<file path="config.mk">
export PLATFORM = sky130hd
export DESIGN_NAME = id_ex_stage
export DESIGN_NICKNAME = d
export VERILOG_FILES = /design/src/rtl/id_ex_stage.sv
export SDC_FILE = /design/constraint.sdc
export NUM_CORES = 1
export LEC_CHECK = 0
export ABC_AREA = 1
export CORE_ASPECT_RATIO = 0.8
export CORE_MARGIN = 5
export CORE_UTILIZATION = 30
export DETAILED_ROUTE_END_ITERATION = 8
export GPL_TIMING_DRIVEN = 0
export SYNTH_ARGS = -nofsm -noshare
export SYNTH_HDL_FRONTEND = slang
export SYNTH_SLANG_ARGS = --single-unit
</file>
<file path="constraint.sdc">
create_clock -name clk -period 4.76 [get_ports clk]
set_clock_uncertainty 0.2 [all_clocks]
set_input_delay 0.952 -clock clk [delete_from_list [all_inputs] [get_ports clk]]
set_output_delay 0.952 -clock clk [all_outputs]
set_load 0.005 [all_outputs]
</file>
<file path="src/rtl/id_ex_stage.sv">
// ID/EX pipeline register with execute-stage forwarding and operand selection; 1-cycle D->E latency.
// Stall (EnE=0) holds all state while the forwarding muxes stay live; FlushE loads a bubble and beats EnE.
module id_ex_stage #(
    parameter int WIDTH   = 32,
    parameter int REGBITS = 5
) (
    input  logic               clk,
    input  logic               rst_n,
    input  logic               EnE,
    input  logic               FlushE,
    input  logic [WIDTH-1:0]   RD1D,
    input  logic [WIDTH-1:0]   RD2D,
    input  logic [WIDTH-1:0]   SignImmD,
    input  logic [REGBITS-1:0] RsD,
    input  logic [REGBITS-1:0] RtD,
    input  logic [REGBITS-1:0] RdD,
    input  logic [3:0]         ALUControlD,
    input  logic               ALUSrcD,
    input  logic               RegDstD,
    input  logic               RegWriteD,
    input  logic               MemtoRegD,
    input  logic               MemWriteD,
    input  logic [1:0]         ForwardAE,
    input  logic [1:0]         ForwardBE,
    input  logic [WIDTH-1:0]   ResultW,
    input  logic [WIDTH-1:0]   ALUOutM,
    output logic [WIDTH-1:0]   SrcAE,
    output logic [WIDTH-1:0]   SrcBE,
    output logic [WIDTH-1:0]   WriteDataE,
    output logic [3:0]         ALUControlE,
    output logic [REGBITS-1:0] WriteRegE,
    output logic [REGBITS-1:0] RsE,
    output logic [REGBITS-1:0] RtE,
    output logic               RegWriteE,
    output logic               MemtoRegE,
    output logic               MemWriteE
);

    typedef struct packed {
        logic [WIDTH-1:0]   rd1;
        logic [WIDTH-1:0]   rd2;
        logic [WIDTH-1:0]   imm;
        logic [REGBITS-1:0] rs;
        logic [REGBITS-1:0] rt;
        logic [REGBITS-1:0] rd;
        logic [3:0]         alu_ctl;
        logic               alu_src;
        logic               reg_dst;
        logic               reg_write;
        logic               mem_to_reg;
        logic               mem_write;
    } stage_t;

    stage_t issue_dat;
    stage_t stage_d;
    stage_t stage_q;

    always_comb begin
        issue_dat            = '0;
        issue_dat.rd1        = RD1D;
        issue_dat.rd2        = RD2D;
        issue_dat.imm        = SignImmD;
        issue_dat.rs         = RsD;
        issue_dat.rt         = RtD;
        issue_dat.rd         = RdD;
        issue_dat.alu_ctl    = ALUControlD;
        issue_dat.alu_src    = ALUSrcD;
        issue_dat.reg_dst    = RegDstD;
        issue_dat.reg_write  = RegWriteD;
        issue_dat.mem_to_reg = MemtoRegD;
        issue_dat.mem_write  = MemWriteD;
    end

    // A bubble is the all-zero stage word, so flush and reset share one encoding.
    always_comb begin
        stage_d = stage_q;
        if (FlushE) begin
            stage_d = '0;
        end else if (EnE) begin
            stage_d = issue_dat;
        end
    end

    always_ff @(posedge clk or negedge rst_n) begin
        if (!rst_n) begin
            stage_q <= '0;
        end else begin
            stage_q <= stage_d;
        end
    end

    // Code 2'b11 is unused by the hazard unit and falls back to the register value.
    function automatic logic [WIDTH-1:0] fwd_sel(input logic [1:0] sel, input logic [WIDTH-1:0] reg_val);
        case (sel)
            2'b01:   fwd_sel = ResultW;
            2'b10:   fwd_sel = ALUOutM;
            default: fwd_sel = reg_val;
        endcase
    endfunction

    logic [WIDTH-1:0] fwd_a;
    logic [WIDTH-1:0] fwd_b;

    always_comb begin
        fwd_a = fwd_sel(ForwardAE, stage_q.rd1);
        fwd_b = fwd_sel(ForwardBE, stage_q.rd2);
    end

    assign SrcAE       = fwd_a;
    assign SrcBE       = stage_q.alu_src ? stage_q.imm : fwd_b;
    assign WriteDataE  = fwd_b;
    assign ALUControlE = stage_q.alu_ctl;
    assign WriteRegE   = stage_q.reg_dst ? stage_q.rd : stage_q.rt;
    assign RsE         = stage_q.rs;
    assign RtE         = stage_q.rt;
    assign RegWriteE   = stage_q.reg_write;
    assign MemtoRegE   = stage_q.mem_to_reg;
    assign MemWriteE   = stage_q.mem_write;

endmodule

</file>
==> metrics.txt, run 1 <==
Die Ht=150 um; CP Capture Type=primary output; Synth Area in Simple Gates=0.270; RD Place Congestion=around 0.9; CP Data Required Time=between 3 and 4 ns; clk sinks=120; XOR/XNOR Fraction of Synth Area=0; Worst-Skew Late Latency=0.42 ns; Clk pin slew, worst setup/hold paths=0.06 ns; complex-gate fraction of the synthesized area=0.180; Final min period=around 4.6 ns; global-route wire length before repair=slightly below 50000 um; initial antenna violation count=2; Initial DRC Count=approximately 420; critical path startpoint=ForwardAE[0]; drt first pass iters=5; period utilization=0.967; Synth cell types=18; internal power=2.32 mW; Finish-stage setup viols=0; register-to-register setup slack=3.66 ns; crit-path leading delay family=buffers and inverters; Slew Viols, Final=0; Starting Density=0.303; vias per cell=roughly 4.8; critical path type=primary input to primary output; via count=7825; largest net degree at the start of global routing=62; Die ar.=0.0277 mm2; post-synthesis net count=1169; Max VDD drop=0.000190 V; max incr delay on CP=0.59 ns; final wirelength=33100 um; Worst Hold Class=primary input to async pin; Comb pwr share=0.296; syn_area_per_cell=7.55 um2; Post-Syn Area=0.00735 mm2; vias in the first global route=8247; clock buffer depth=2; Final HPWL DP=26000 um; Root Buffer=clkbuf_16; WP depth=8; Clock Power Share=0.376; setup ws final=approximately 0.16 ns; slowest CP cell=clkdlybuf4s50_1; cells along the critical path=clkdlybuf4s50_1, inv_1, ha_1, buf_2, clkbuf_1, a21oi_1, a21oi_1, clkdlybuf4s50_1; Leakage=4.99 nW; Peak Freq=between 200 and 250 MHz; Die X=between 150 and 200 um; Crit path arrival time=3.45 ns; DRC viols=0; Crit Path Max Fanout=10; post-cts resize count=0; power per cell area=approximately 300 mW/mm2; r2r endpoint=stage_q[4]; Hold-fix buffers, CTS=0; CTS tree=yes; Max-Cap Viols=0; port bufs=309; sequential power share=0.327; Net Sw Frac=0.314; pre-CTS WS=approximately 0.23 ns; # nets final=1498; number of H-tree levels=4; hold slack=0.302 ns; r2r startpoint=stage_q[4]; number of synthesis warnings=0; post-CTS setup buffers=0; DR WL/cell=20.3 um; sw power=1.06 mW; Filler cells=2460; TritonCTS buffer count=17; Seq/Total Area, Yosys=0.409; RSZ-0062 raised after global routing=no; Synth Register Bits=120; row cnt=51; # IOs=310; Rel. slew slack=0.434; Slew @ Worst Pin=0.849 ns; grt ovf=0; Critical path buffers and inverters=5; DRT antenna net count=0; core area=~0.024 mm2; status=finished, final reports clean; Post-Synthesis Cells=973; final hold vios=0; largest family of logic cells by synthesized area=simple AND/OR/NAND/NOR gates; R2R depth=3; Tot GR Track Use=0.235; CP startpoint kind=primary input; ratio of cells with drive above 1 in the final layout=0.151; mux cell area share after synthesis=0; Post-Synth Adder-Cell Area=0.00681; area added between synthesis and finish=55.7%
worst reg2reg max path: stages (launching register included):
cell	delay (ns)
dfrtp_1	0.35
buf_2	0.19
inv_2	0.15
o21ai_1	0.09
sequential cells by signal (all words and copies together), names as in the netlist:
register and count:
RegWriteE 1, RsE 5, MemtoRegE 1, stage_q 103, ALUControlE 4, MemWriteE 1, RtE 5
final cells by class:
type | count | area [um2] | share of cell area
Clock inverter | 15 | 144 | 0.0126
Tap cell | 318 | 398 | 0.0348
Sequential cell | 120 | 3000 | 0.263
Inverter | 127 | 477 | 0.0417
Clock buffer | 17 | 425 | 0.0372
Multi-Input combinational cell | 639 | 3360 | 0.294
Antenna cell | 1 | 2.50 | 0.000219
Buffer | 87 | 508 | 0.0444
Timing Repair Buffer | 310 | 3120 | 0.273
layer usage:
layer,share of wire,up-vias,GRT usage
met5,0.00075,-,0
met4,0.021,4,0.0627
met3,0.092,33,0.0851
met2,0.45,299,0.370
met1,0.44,3698,0.306
li1,-,3791,-
power groups by stage:
stage               logic (mW)  registers (mW)  clock network (mW)
global placement          1.00            1.12                   0
detailed placement        1.01            1.12                   0
finish                    1.00            1.10                1.27
global route              1.09            1.11                1.33
floorplan                0.391            1.12                   0
CTS                       1.01            1.10                1.29
Yosys cell counts, drive strengths merged:
library cell,instances,share of area
and2,32,0.027
or2,1,0.00085
ha,4,0.0068
nor2,32,0.016
buf,62,0.056
nand3,184,0.13
o21ai,125,0.14
inv,127,0.065
a21oi,64,0.044
nand2,197,0.10
clkbuf,25,0.013
dfrtp,120,0.41
per-stage QoR:
step                setup TNS [ns]  utilization  cell area [um2]  std cells  total power [mW]
CTS                              0        0.472            11400       1633              3.41
detailed placement               0        0.448            10900       1601              2.13
finish                           0        0.472            11400       1634              3.38
global route                     0        0.472            11400       1633              3.53
floorplan                        0            -             7350        973              1.51
global placement           -314.04        0.447            10800       1600              2.13
how the worst max path moves through the flow:
stage / to / slack (ns)
after floorplan: WriteDataE[0] / 1.75
after global placement: stage_q[3] / -2.63
after detailed placement: SrcAE[9] / 0.23
after CTS: SrcAE[9] / 0.24
after global routing: SrcAE[10] / 0.07
final: SrcAE[10] / 0.16
cell families after synthesis:
logic type                 count (synthesis)
adders and majority gates                  4
and+or+nand+nor                          446
DFF                                      120
buffers and inverters                    214
AOI/OAI and AO/OA                        189
cell usage in the layout (no fill, tap or decap), types with 2 or more instances in the layout:
cell,n
buf_2,34
inv_6,3
nor2_1,32
and2_1,32
clkinvlp_4,3
inv_1,123
inv_2,4
clkbuf_1,25
clkinv_2,2
clkdlybuf4s50_1,308
ha_1,4
clkbuf_16,17
o21ai_2,100
buf_1,2
dfrtp_1,120
o21ai_1,20
nand2_1,197
buf_4,15
o21ai_0,5
buf_6,12
a21oi_1,64
clkinv_4,5
nand3_1,184
(Power assumes the default switching activity.)
==> inputs of run 2 (changes only) <==
Settings changed: HOLD_SLACK_MARGIN set to 0.03.
==> results of run 2 <==
Final layout, timing and power as in run 1 (identical DEF).
==> inputs of run 3 (changes only) <==
Settings changed: CTS_CLUSTER_SIZE set to 10, PLACE_DENSITY set to 0.71, SLEW_MARGIN set to 40.
==> run 3 against run 2 <==
  * Final area up 0.14%
  * Largest cell class unchanged
  * Hold slack got worse by 0.063 ns
  * Register-to-register slack lost 0.04 ns
==> metrics.txt, run 3 (synthesis gave the netlist of run 1 again) <==
status=finished, final reports clean (unchanged); Max-Cap Viols=0 (unchanged); final wirelength=34200 um (was 33100 um); Worst Hold Class=primary input to async pin (unchanged); grt ovf=0 (unchanged); Filler cells=2433 (was 2460); Final min period=4.55 ns (was 4.60 ns); Slew Viols, Final=0 (unchanged); Die Ht=150 um (unchanged); clk sinks=120 (unchanged); Post-Place Cells=1601 (unchanged); Non-Filler Instances=1635 (was 1634); clock buffer depth=2 (unchanged); most frequent cells in the layout=308 x clkdlybuf4s50_1, 197 x nand2_1, 184 x nand3_1, 123 x inv_1, 120 x dfrtp_1 (unchanged); TritonCTS buffer count=17 (unchanged); register-to-register setup slack=3.62 ns (was 3.66 ns); Finish-stage setup viols=0 (unchanged); # IOs=310 (unchanged); pre-CTS WS=0.248 ns (was 0.233 ns); DP Area=0.0109 mm2 (about the same); post-cts resize count=0 (unchanged); vias in the first global route=8339 (was 8247); largest net degree at the start of global routing=70 (was 62); # nets final=1498 (unchanged); Worst-Skew Late Latency=0.42 ns (about the same); Crit path arrival time=3.40 ns (was 3.45 ns); CP startpoint kind=primary input (unchanged); critical path type=primary input to primary output (unchanged); post-CTS setup buffers=0 (unchanged); cells along the critical path=clkdlybuf4s50_1, inv_1, ha_1, buf_2, clkbuf_1, a21oi_1, a21oi_1, clkdlybuf4s50_1 (unchanged); via count=7971 (was 7825); number of H-tree levels=4 (unchanged); Slew @ Worst Pin=0.782 ns (was 0.849 ns); final hold vios=0 (unchanged); drt first pass iters=5 (unchanged); max incr delay on CP=0.56 ns (was 0.59 ns); initial antenna violation count=1 (was 2); Leakage=4.99 nW (about the same); r2r startpoint=stage_q[4] (unchanged); WP depth=8 (unchanged); ratio of cells with drive above 1 in the final layout=0.151 (unchanged); hold slack=0.239 ns (was 0.302 ns); Critical path buffers and inverters=5 (unchanged); Largest register FFs=103 (unchanged); Root Buffer=clkbuf_16 (unchanged); period utilization=0.956 (was 0.967); power per cell area=297 mW/mm2 (was 295 mW/mm2); RD Place Congestion=0.928 (was 0.880); core area=0.0242 mm2 (unchanged); Starting Density=0.303 (unchanged); Final HPWL DP=26700 um (was 26000 um); r2r endpoint=stage_q[4] (unchanged); Die ar.=0.0277 mm2 (unchanged); Tot GR Track Use=0.242 (was 0.235); Clk pin slew, worst setup/hold paths=0.06 ns (about the same); CP Capture Type=primary output (unchanged); Max VDD drop=0.000190 V (about the same); R2R depth=3 (unchanged); Biggest register=stage_q (unchanged); Peak Freq=220 MHz (was 217 MHz); critical path startpoint=ForwardAE[0] (unchanged); area added between synthesis and finish=55.9% (was 55.7%); Critical path destination=SrcAE[8] (was SrcAE[10]); Initial DRC Count=716 (was 417); Crit Path Max Fanout=10 (unchanged); slowest CP cell=clkbuf_1 (was clkdlybuf4s50_1); DR WL/cell=20.9 um (was 20.3 um); post-route cell area=0.0115 mm2 (was 0.0114 mm2); crit-path leading delay family=buffers and inverters (unchanged); final setup TNS=0 ns (unchanged); commonest non-fill, non-tap cell in the layout=clkdlybuf4s50_1 (unchanged); port bufs=309 (unchanged); RSZ-0062 raised after global routing=no (unchanged); row cnt=51 (unchanged); DRC viols=0 (unchanged); Rel. slew slack=0.479 (was 0.434); CTS tree=yes (unchanged); vias per cell=4.88 (was 4.79); setup ws final=0.209 ns (was 0.158 ns); Die X=185 um (unchanged); DRT antenna net count=0 (unchanged); Hold-fix buffers, CTS=0 (unchanged); CP Data Required Time=3.61 ns (about the same); global-route wire length before repair=50400 um (was 48800 um)
## run 3: changes by cell type in the layout (fill, tap and decap cells not counted), moves of 2 or more
cell,before,now
clkinv_4,5,2
inv_6,3,5
clkinv_2,2,0
clkinvlp_4,3,5
## run 3: worst min path at each step
stage,to
2_1_floorplan,stage_q[87]
3_3_place_gp,stage_q[81]
3_5_place_dp,stage_q[74]
4_1_cts,stage_q[111]
5_1_grt,stage_q[111]
6_report,stage_q[109]
## run 3: where the power goes
part,internal [mW],switching (mW),leakage [nW]
registers,1.08,0.0282,1.60
logic,0.512,0.496,3.12
clock network,0.746,0.546,0.269
total,2.33,1.07,4.99
## run 3: area by class of cell
type	instances	area [um2]	share of cell area
diodes	2	5.00	0.000437
multi-input cells	639	3360	0.293
clock inverters	14	140	0.0122
repair buffers	310	3130	0.273
clock buffers	18	439	0.0383
well taps	318	398	0.0347
flip-flops and latches	120	3000	0.262
plain buffers	87	508	0.0444
inverters	127	477	0.0416
## run 3: worst register-to-register path: stages, from the launching register on
cell     delay (ns)
dfrtp_1        0.36
buf_2          0.19
inv_2          0.18
o21ai_1        0.10
## run 3: metal layers
layer	share of wire	GRT usage	vias up	wire (um)
met5	0	0	-	0
li1	-	-	3788	-
met4	0.025	0.0701	0	865
met3	0.10	0.0787	49	3450
met2	0.46	0.396	375	15700
met1	0.42	0.307	3759	14200
## run 3: per-stage QoR
stage / utilization / power [mW]
after floorplan: - / 1.51
after global placement: 0.447 / 2.13
after detailed placement: 0.448 / 2.14
after CTS: 0.472 / 3.43
after global routing: 0.472 / 3.56
final: 0.472 / 3.41
